### src/rtl/stall_ctrl_pkg.sv
// Shared defaults and types for the D-stage hazard/stall controller.
package stall_ctrl_pkg;

  localparam int unsigned TW_DEF = 2;
  localparam int unsigned RW_DEF = 5;

  // Tuse value meaning "operand not read" at the default Tnew/Tuse width
  localparam logic [TW_DEF-1:0] TUSE_NONE = '1;

  // One tracked pipeline stage: is it live, what does it write, when is it ready
  typedef struct packed {
    logic              valid;
    logic [RW_DEF-1:0] dst;
    logic [TW_DEF-1:0] tnew;
  } stage_t;

endpackage

### src/rtl/stall_ctrl_if.sv
// D-stage hazard query bus: decode-side operand info in, stall/forward decisions out.
interface stall_ctrl_if #(
  parameter int unsigned RW = 5,
  parameter int unsigned TW = 2,
  parameter int unsigned FW = 2,
  parameter int unsigned CW = 32
);

  logic          d_valid;
  logic [RW-1:0] d_rs;
  logic [RW-1:0] d_rt;
  logic [TW-1:0] d_tuse_rs;
  logic [TW-1:0] d_tuse_rt;
  logic [RW-1:0] d_dst;
  logic [TW-1:0] d_tnew;
  logic          flush;
  logic          stall;
  logic [FW-1:0] fwd_rs;
  logic [FW-1:0] fwd_rt;
  logic [CW-1:0] stall_cnt;

  modport master (
    output d_valid, d_rs, d_rt, d_tuse_rs, d_tuse_rt, d_dst, d_tnew, flush,
    input  stall, fwd_rs, fwd_rt, stall_cnt
  );

  modport slave (
    input  d_valid, d_rs, d_rt, d_tuse_rs, d_tuse_rt, d_dst, d_tnew, flush,
    output stall, fwd_rs, fwd_rt, stall_cnt
  );

endinterface

### src/rtl/stall_ctrl_stage.sv
// One tracked pipeline stage: captures {valid, dst, tnew} with tnew counting down to zero.
module stall_stage
  import stall_ctrl_pkg::*;
#(
  parameter int unsigned RW = RW_DEF,
  parameter int unsigned TW = TW_DEF
) (
  input  logic          clk,
  input  logic          rst_n,
  input  logic          in_valid,
  input  logic [RW-1:0] in_dst,
  input  logic [TW-1:0] in_tnew,
  output logic          q_valid,
  output logic [RW-1:0] q_dst,
  output logic [TW-1:0] q_tnew
);

  // Load the upstream entry, ageing its ready-countdown by one cycle (floor at zero)
  always_ff @(posedge clk) begin
    if (!rst_n) begin
      q_valid <= 1'b0;
      q_dst   <= '0;
      q_tnew  <= '0;
    end else begin
      q_valid <= in_valid;
      q_dst   <= in_dst;
      q_tnew  <= (in_tnew == '0) ? '0 : in_tnew - TW'(1);
    end
  end

endmodule

### src/rtl/stall_ctrl.sv
// Decode-stage hazard unit: tracks in-flight writers, decides stall and forwarding source.
module stall_ctrl
  import stall_ctrl_pkg::*;
#(
  parameter int unsigned NSTAGE = 3,
  parameter int unsigned TW     = TW_DEF,
  parameter int unsigned RW     = RW_DEF,
  parameter int unsigned CW     = 32
) (
  input logic         clk,
  input logic         rst_n,
  stall_ctrl_if.slave bus
);

  localparam int unsigned FW = $clog2(NSTAGE + 1);
  // All-ones Tuse at this instance's width marks an operand that is not read
  localparam logic [TW-1:0] TUSE_OFF = '1;

  logic          s_valid [NSTAGE];
  logic [RW-1:0] s_dst   [NSTAGE];
  logic [TW-1:0] s_tnew  [NSTAGE];
  logic          n_valid [NSTAGE];
  logic [RW-1:0] n_dst   [NSTAGE];
  logic [TW-1:0] n_tnew  [NSTAGE];

  logic          live;
  logic          issue;
  logic          m_rs;
  logic          m_rt;
  logic          seen_rs;
  logic          seen_rt;
  logic          stall_c;
  logic [FW-1:0] fwd_rs_c;
  logic [FW-1:0] fwd_rt_c;
  logic [CW-1:0] cnt;

  // Holding rst_n low suppresses any hazard decision from stale stage contents
  assign live = rst_n & bus.d_valid;

  // Stage 1 takes the D instruction only when it advances; otherwise a bubble
  always_comb begin
    issue      = bus.d_valid & ~stall_c & ~bus.flush;
    n_valid[0] = issue;
    n_dst[0]   = issue ? bus.d_dst  : '0;
    n_tnew[0]  = issue ? bus.d_tnew : '0;
    for (int unsigned i = 1; i < NSTAGE; i++) begin
      n_valid[i] = s_valid[i-1];
      n_dst[i]   = s_dst[i-1];
      n_tnew[i]  = s_tnew[i-1];
    end
  end

  for (genvar g = 0; g < NSTAGE; g++) begin : g_stage
    stall_stage #(
      .RW (RW),
      .TW (TW)
    ) u_stage (
      .clk      (clk),
      .rst_n    (rst_n),
      .in_valid (n_valid[g]),
      .in_dst   (n_dst[g]),
      .in_tnew  (n_tnew[g]),
      .q_valid  (s_valid[g]),
      .q_dst    (s_dst[g]),
      .q_tnew   (s_tnew[g])
    );
  end

  // Match each operand against stages youngest-first; only the youngest writer may forward
  always_comb begin
    stall_c  = 1'b0;
    fwd_rs_c = '0;
    fwd_rt_c = '0;
    seen_rs  = 1'b0;
    seen_rt  = 1'b0;
    m_rs     = 1'b0;
    m_rt     = 1'b0;
    for (int unsigned i = 0; i < NSTAGE; i++) begin
      m_rs = live & s_valid[i] & (s_dst[i] != '0) & (s_dst[i] == bus.d_rs)
           & (bus.d_tuse_rs != TUSE_OFF);
      m_rt = live & s_valid[i] & (s_dst[i] != '0) & (s_dst[i] == bus.d_rt)
           & (bus.d_tuse_rt != TUSE_OFF);
      if (m_rs && (s_tnew[i] > bus.d_tuse_rs)) stall_c = 1'b1;
      if (m_rt && (s_tnew[i] > bus.d_tuse_rt)) stall_c = 1'b1;
      if (m_rs && !seen_rs) begin
        seen_rs = 1'b1;
        if (s_tnew[i] == '0) fwd_rs_c = FW'(i + 1);
      end
      if (m_rt && !seen_rt) begin
        seen_rt = 1'b1;
        if (s_tnew[i] == '0) fwd_rt_c = FW'(i + 1);
      end
    end
  end

  // Stalled-cycle counter, sticks at all-ones
  always_ff @(posedge clk) begin
    if (!rst_n) begin
      cnt <= '0;
    end else if (stall_c && (cnt != '1)) begin
      cnt <= cnt + CW'(1);
    end
  end

  assign bus.stall     = stall_c;
  assign bus.fwd_rs    = fwd_rs_c;
  assign bus.fwd_rt    = fwd_rt_c;
  assign bus.stall_cnt = cnt;

endmodule

### src/flat_wrapper.sv
// flat-port wrapper written by rule: the top's interface ports become plain ports
module stall_ctrl_flat import stall_ctrl_pkg::*;
#(
  parameter int unsigned NSTAGE = 3,
  parameter int unsigned TW     = TW_DEF,
  parameter int unsigned RW     = RW_DEF,
  parameter int unsigned CW     = 32
)
  (clk, rst_n, bus_d_valid, bus_d_rs, bus_d_rt, bus_d_tuse_rs, bus_d_tuse_rt, bus_d_dst, bus_d_tnew, bus_flush, bus_stall, bus_fwd_rs, bus_fwd_rt, bus_stall_cnt);
  stall_ctrl_if #(.RW(RW), .TW(TW), .CW(CW)) bus_i ();
  input logic clk;
  input logic rst_n;
  input wire logic [$bits(bus_i.d_valid)-1:0] bus_d_valid;
  input wire logic [$bits(bus_i.d_rs)-1:0] bus_d_rs;
  input wire logic [$bits(bus_i.d_rt)-1:0] bus_d_rt;
  input wire logic [$bits(bus_i.d_tuse_rs)-1:0] bus_d_tuse_rs;
  input wire logic [$bits(bus_i.d_tuse_rt)-1:0] bus_d_tuse_rt;
  input wire logic [$bits(bus_i.d_dst)-1:0] bus_d_dst;
  input wire logic [$bits(bus_i.d_tnew)-1:0] bus_d_tnew;
  input wire logic [$bits(bus_i.flush)-1:0] bus_flush;
  output wire logic [$bits(bus_i.stall)-1:0] bus_stall;
  output wire logic [$bits(bus_i.fwd_rs)-1:0] bus_fwd_rs;
  output wire logic [$bits(bus_i.fwd_rt)-1:0] bus_fwd_rt;
  output wire logic [$bits(bus_i.stall_cnt)-1:0] bus_stall_cnt;
  assign bus_i.d_valid = bus_d_valid;
  assign bus_i.d_rs = bus_d_rs;
  assign bus_i.d_rt = bus_d_rt;
  assign bus_i.d_tuse_rs = bus_d_tuse_rs;
  assign bus_i.d_tuse_rt = bus_d_tuse_rt;
  assign bus_i.d_dst = bus_d_dst;
  assign bus_i.d_tnew = bus_d_tnew;
  assign bus_i.flush = bus_flush;
  assign bus_stall = bus_i.stall;
  assign bus_fwd_rs = bus_i.fwd_rs;
  assign bus_fwd_rt = bus_i.fwd_rt;
  assign bus_stall_cnt = bus_i.stall_cnt;
  stall_ctrl #(.NSTAGE(NSTAGE), .TW(TW), .RW(RW), .CW(CW)) u_core (.clk(clk), .rst_n(rst_n), .bus(bus_i));
endmodule
### config.mk
export PLATFORM = sky130hd
export DESIGN_NAME = stall_ctrl_flat
export DESIGN_NICKNAME = d
export VERILOG_FILES = /design/src/rtl/stall_ctrl_pkg.sv /design/src/rtl/stall_ctrl_if.sv /design/src/rtl/stall_ctrl_stage.sv /design/src/rtl/stall_ctrl.sv /design/src/flat_wrapper.sv
export SDC_FILE = /design/constraint.sdc
export NUM_CORES = 1
export LEC_CHECK = 0
export CAP_MARGIN = 10
export CORE_MARGIN = 2
export CORE_UTILIZATION = 40
export DETAILED_ROUTE_END_ITERATION = 8
export GPL_TIMING_DRIVEN = 0
export MAX_ROUTING_LAYER = met4
export PLACE_DENSITY_LB_ADDON = 0.15
export SLEW_MARGIN = 40
export SYNTH_ARGS = -nofsm -noshare
export SYNTH_HDL_FRONTEND = slang
export SYNTH_SLANG_ARGS = --single-unit
### constraint.sdc
create_clock -name clk -period 2.6 [get_ports clk]
set_clock_uncertainty 0.2 [all_clocks]
set_input_delay 0.52 -clock clk [delete_from_list [all_inputs] [get_ports clk]]
set_output_delay 0.52 -clock clk [all_outputs]
set_load 0.005 [all_outputs]
Yosys cells after proc, flatten, opt, wreduce, memory -nomap -nowiden
Index checks and enable logic that the tools add are counted.

operators by class
  reductions and logical operators = 26
  $lt $le $gt $ge = 6
  bitwise operators = 24
  equal/unequal tests = 9
  multiplexer cells = 22
  add/subtract/negate cells = 4

operators with widths
  kind                     count
  $add A32 B1 Y32 const B  1
  $ne A32 B32 Y1 const B   1
  $eq A5 B5 Y1             6
  $mux W2                  11
  $and A1 B1 Y1            21
  $reduce_bool A5 Y1       3
  $gt A2 B2 Y1             6
  $logic_and A1 B1 Y1      11
  $mux W1                  11
  $logic_not A2 Y1         4
  $reduce_or A2 Y1         3
  $sub A2 B1 Y2 const B    3
  $logic_not A1 Y1         4
  $ne A2 B2 Y1 const B     2
  $not A1 Y1               3
  $reduce_and A2 Y1        1

word-level totals
  output and inout bits = 37
  logic and storage cells = 101
  register bits after elaboration = 56
  bits of input ports = 25

Logic depth before layout (Yosys ltp)
  depth after elaboration = 18
  depth in mapped cells = 14
  gate-level depth less buffers = 12

Cells and area by module
From an unflattened synthesis, not the netlist that was laid out.

unflattened totals
  cells, all modules = 387
  area total of the unflattened synthesis = 3,295.7 um^2

by module, submodules not included
  module       sequential area each (um^2)  area each (um^2)  times used  cells an instance
  stall_ctrl   640.6                        2,575.0           1           330
  stall_stage  160.2                        240.2             3           19

Worst setup path before layout
OpenSTA, ideal clock, no wires.

  kind = in2reg
  start point = in bus_d_tuse_rs[1]
  end point = reg u_core.g_stage[0].u_stage.q_tnew[0]
  library setup time = 91 ps
  setup slack = -175 ps
  required time = 2,309 ps
  arrival time = 2,484 ps
  stages on the path = 14
  buffers on the path = 2
  path through = inv_1 > ha_1 > nor2b_1 > o21ai_0 > nor4_1 > a211oi_2 > and2_1 > buf_6 > buf_6 > inv_2 > nor2_1 > nand3_1 > ha_1 > a311oi_1

on the way
  word-level cells in the longest chain between the ends = 15
  elaborated cells between the ends (all ways) = 23
  those cells by class = add/sub (1); order compare (3); eq/ne (1); mux (7); bitwise (6); reduce/logical (5)

ends and longest elaborated chain
  what                                                   RTL line                text
  start: declaration                                     flat_wrapper.sv:16      input wire logic [$bits(bus_i.d_tuse_rs)-1:0] bus_d_tuse_rs;
  $ne A2 B2 Y1                                           stall_ctrl.sv:80        & (bus.d_tuse_rs != TUSE_OFF);
  $and A1 B1 Y1                                          stall_ctrl.sv:80
  $logic_and A1 B1 Y1                                    stall_ctrl.sv:83        if (m_rs && (s_tnew[i] > bus.d_tuse_rs)) stall_c = 1'b1;
  $mux W1                                                stall_ctrl.sv:83
  $mux W1                                                stall_ctrl.sv:84        if (m_rt && (s_tnew[i] > bus.d_tuse_rt)) stall_c = 1'b1;
  $mux W1                                                stall_ctrl.sv:83
  $mux W1                                                stall_ctrl.sv:84
  $mux W1 (*)                                            stall_ctrl.sv:83
  $mux W1 (*)                                            stall_ctrl.sv:84
  via bus_stall                                          flat_wrapper.sv:21      output wire logic [$bits(bus_i.stall)-1:0] bus_stall;
  $not A1 Y1 (*)                                         stall_ctrl.sv:42        issue = bus.d_valid & ~stall_c & ~bus.flush;
  $and A1 B1 Y1 (*) (2 in a row)                         stall_ctrl.sv:42
  $mux W2 (*)                                            stall_ctrl.sv:45        n_tnew[0] = issue ? bus.d_tnew : '0;
  branches (longest 2 deep; another with $sub A2 B1 Y2)  --
  end signal: assignment                                 stall_ctrl_stage.sv:27  q_tnew <= (in_tnew == '0) ? '0 : in_tnew - TW'(1);
  end: declaration                                       stall_ctrl_stage.sv:15  output logic [TW-1:0] q_tnew

Mark *: on every way through the listed nets, which the timed path passes.
A chain may end at the register's enable or synchronous reset.

Worst setup path after layout
  start point = reg u_core.g_stage[2].u_stage.q_dst[0]
  end point = out bus_stall

on the way
  word-level cells in the longest chain between the ends = 7
  elaborated cells between the ends (all ways) = 12
  those cells by class = eq/ne (2); mux (2); bitwise (5); reduce/logical (3)

ends and longest elaborated chain
  what                      RTL line                            text
  start: declaration        stall_ctrl_stage.sv:14              output logic [RW-1:0] q_dst,
  start signal: assignment  stall_ctrl_stage.sv:26              q_dst <= in_dst;
  $reduce_bool A5 Y1        stall_ctrl.sv:79, stall_ctrl.sv:81
  $and A1 B1 Y1             stall_ctrl.sv:79, stall_ctrl.sv:81
  $and A1 B1 Y1             stall_ctrl.sv:79                    m_rs = live & s_valid[i] & (s_dst[i] != '0) & (s_dst[i] == bus.d_rs)
  $and A1 B1 Y1             stall_ctrl.sv:80
  $logic_and A1 B1 Y1       stall_ctrl.sv:83
  $mux W1                   stall_ctrl.sv:83
  $mux W1 (*)               stall_ctrl.sv:84
  end: declaration          flat_wrapper.sv:21

Every way passes the cells marked *; elsewhere a longest branch is shown, timed or not.

==> metrics.cfg <==
[status]
status=complete, but fails checks
violations=setup timing

[timing]
hold_viol=0
rsz0062_at_grt=yes
fin_crit_sh_pct=115.5
fmax_mhz=332.9
setup_slack_ps=-403.5
final.min_clock_period_ps=3004
whs_ps=208.1
drv_slew=0
setup_viol=31
tightest_slew_ps=667.8
timing.slew.headroom_pct=55.48

[finish]
instances_no_fill=579
fillers=673
nNetsFinal=518
area_growth_pct=47.97
multiInputGateArea_um2=2407
ff_latch_area_um2=1166
layout-drive-gt1-share_pct=33.54
insertedDiodeCount=0

[placed_design]
gp_congestion=0.9257
hpwl_um=6558
numPortBuffers=61
placed_cells=540

[power_and_ir_drop]
power_mw=1.554
p_clk_share_pct=30.1
power.internal_mw=1.146
p_per_area_nw_per_um2=324.7
vdd_drop_max_uv=249.8
switching_share_pct=26.24
power.switching_mw=0.4078
pwr-share-comb_pct=13.9
pwr-share-seq_pct=56.0
p_leak_nw=1.626

[yosys]
syn-cell-area_um2=3234
synth-edff-count=0
synth_cell_types=43
yosys_warnings=0
synthArstFlopShare_pct=0
syn-mean-instance-area_um2=8.579
ys.flop_type=dfxtp_1
synth_fp_nets=418
ys_seq_elements=56
synth_cells=377
seq_area_frac_synth_pct=34.66

[global_route]
globalRouteOverflowTotal=0
grt_max_degree=17
antenna_found_initial=0
track_usage_pct=22.78
grt_first_pass_wirelength_um=15430
grt_pass1_vias=3007

[route]
postRouteAntennaNets=0
route.vias.total=3195
route.detailed.drc=0
drt-total-wl_um=9742
drtIter0Drc=172
drt_first_pass_iters=6
wl_per_cell_um=16.83
viasPerCell=5.518

[worst_setup_path]
crit_type=reg -> out
cp_max_fo=3
max_stage_delay_ps=540
crit_family=simple AND/OR/NAND/NOR gates
slowest_stage=or4_4
cp.required_ps=1880
end_kind=primary output
critPathBufInv=3
cp_cell_sequence=or4_4 > o21ai_4 > nor4_2 > a211oi_2 > and2_4 > buf_8 > inv_8 > buf_6
arrival_ps=2280
startpoint_type=flop

[clocking]
cts_tree=yes
clk_pin_slew_ps=100
clock_sinks=56
clockBufferDepth=2
hold_buffers=0
cts_root_buf=clkbuf_8
clk_latency_ps=310
cts_made_buffers=5
htree_num_levels=2

[die]
core-area_um2=7767
io-pin-count=62
num_rows=32
fp.dieH_um=93.92
design.die.area_um2=8821
initial_core_util_pct=41.64
die-width_um=93.92

[min_path]
hp-class=reg -> reg

[flow_run]
maxCapViolations=0

flip-flops by register name (all words and copies together), names as in the netlist:
name and count:
u_core.g_stage.u_stage.q_tnew 6, u_core.g_stage.u_stage.q_valid 3, u_core.bus.stall_cnt 32, u_core.g_stage.u_stage.q_dst 15
per-layer routing:
metal | vias to the layer above | track usage (%) | part of all wire (%)
li1 | 1570 | - | -
met3 | 9 | 2.648 | 4.0
met2 | 77 | 35.65 | 48
met5 | - | - | 0
met1 | 1539 | 31.54 | 47
met4 | 0 | 5.676 | 0.92
timing repair:
item / CTS / global route
endpoints found under the setup margin: 45 / 44
pin swaps: 26 / 19
cloned: 0 / 1
buffers inserted: 18 / 14
resized for setup: 113 / 83
through the flow:
step	setup slack [ps]	utilization [%]	setup TNS, ps	instance area [um^2]
after CTS	-432.7	57.38	-3973	4457
final	-403.5	61.61	-4552	4786
after global routing	-502.9	61.61	-8316	4786
after global placement	-1213	51.66	-35610	4013
after floorplan	-36.27	-	-64.63	3274
after detailed placement	-1219	51.66	-36420	4013
cell usage in the layout, fill, tap and decap left out, types with 3 or more instances in the layout:
cell type	n
a21oi_1	22
o31ai_1	8
buf_8	4
nand2b_1	11
and2_1	18
clkbuf_1	7
nor4_4	7
or3_1	5
dfxtp_4	9
o21ai_4	3
buf_4	30
clkdlybuf4s50_1	40
nand2_1	33
or4_1	15
nor3_2	4
dfxtp_2	9
o21ai_1	7
and3_1	5
nand3_1	6
nor4_2	4
buf_2	5
or4_4	5
o31ai_2	7
buf_6	6
nor2_1	14
dfxtp_1	38
nor2b_2	3
inv_1	12
xnor2_1	25
clkbuf_2	12
nand4_1	19
xnor2_2	5
clkbuf_8	5
mux2i_1	10
ha_4	4
ha_1	11
cells by family after synthesis:
logic type	share of synthesized area, %
adder cells (fa/ha/maj)	6.189
flip-flops	34.66
XOR/XNOR	8.665
buffers and inverters	4.719
multiplexers	3.791
AND/OR/NAND/NOR	30.45
AO/OA/AOI/OAI	11.53
path summary, 6_finish.rpt:
path                                  startpoint                             endpoint  slack [ps]  cells after the start
min reg2reg  u_core.g_stage[1].u_stage.q_tnew[0]  u_core.g_stage[2].u_stage.q_tnew[0]         210                      1
min          u_core.g_stage[1].u_stage.q_tnew[0]  u_core.g_stage[2].u_stage.q_tnew[0]         210                      1
max           u_core.g_stage[2].u_stage.q_dst[0]                            bus_stall        -400                      8
max reg2reg   u_core.g_stage[2].u_stage.q_dst[0]  u_core.g_stage[0].u_stage.q_tnew[0]        -270                     12
layout make-up:
type                            instances  share of cell area [%]
Buffer                                 15                   2.510
Clock buffer                            5                   1.438
Multi-Input combinational cell        290                   50.30
Clock inverter                          2                  0.2614
Inverter                               15                   1.386
Tap cell                              102                   2.667
Sequential cell                        56                   24.37
Timing Repair Buffer                   94                   17.07
synthesized netlist by cell type (11+ instances only):
| cell type | instances | area, um^2 |
|---|---|---|
| nand2_1 | 35 | 131.4 |
| inv_1 | 14 | 52.55 |
| nand4_1 | 19 | 118.9 |
| xnor2_1 | 30 | 262.8 |
| a21oi_1 | 24 | 120.1 |
| nor2_1 | 16 | 60.06 |
| o31ai_1 | 15 | 112.6 |
| and2_1 | 19 | 118.9 |
| or4_1 | 20 | 150.1 |
| nand2b_1 | 11 | 68.82 |
| dfxtp_1 | 56 | 1121 |
| ha_1 | 16 | 200.2 |
power groups by stage:
stage / clock network [mW] / logic [mW] / registers [mW]
2_1_floorplan: 0 / 0.100 / 0.894
3_5_place_dp: 0 / 0.177 / 0.897
3_3_place_gp: 0 / 0.174 / 0.897
4_1_cts: 0.476 / 0.193 / 0.873
5_1_grt: 0.513 / 0.237 / 0.872
6_report: 0.468 / 0.215 / 0.871
Power figures use the tool's default switching activity.
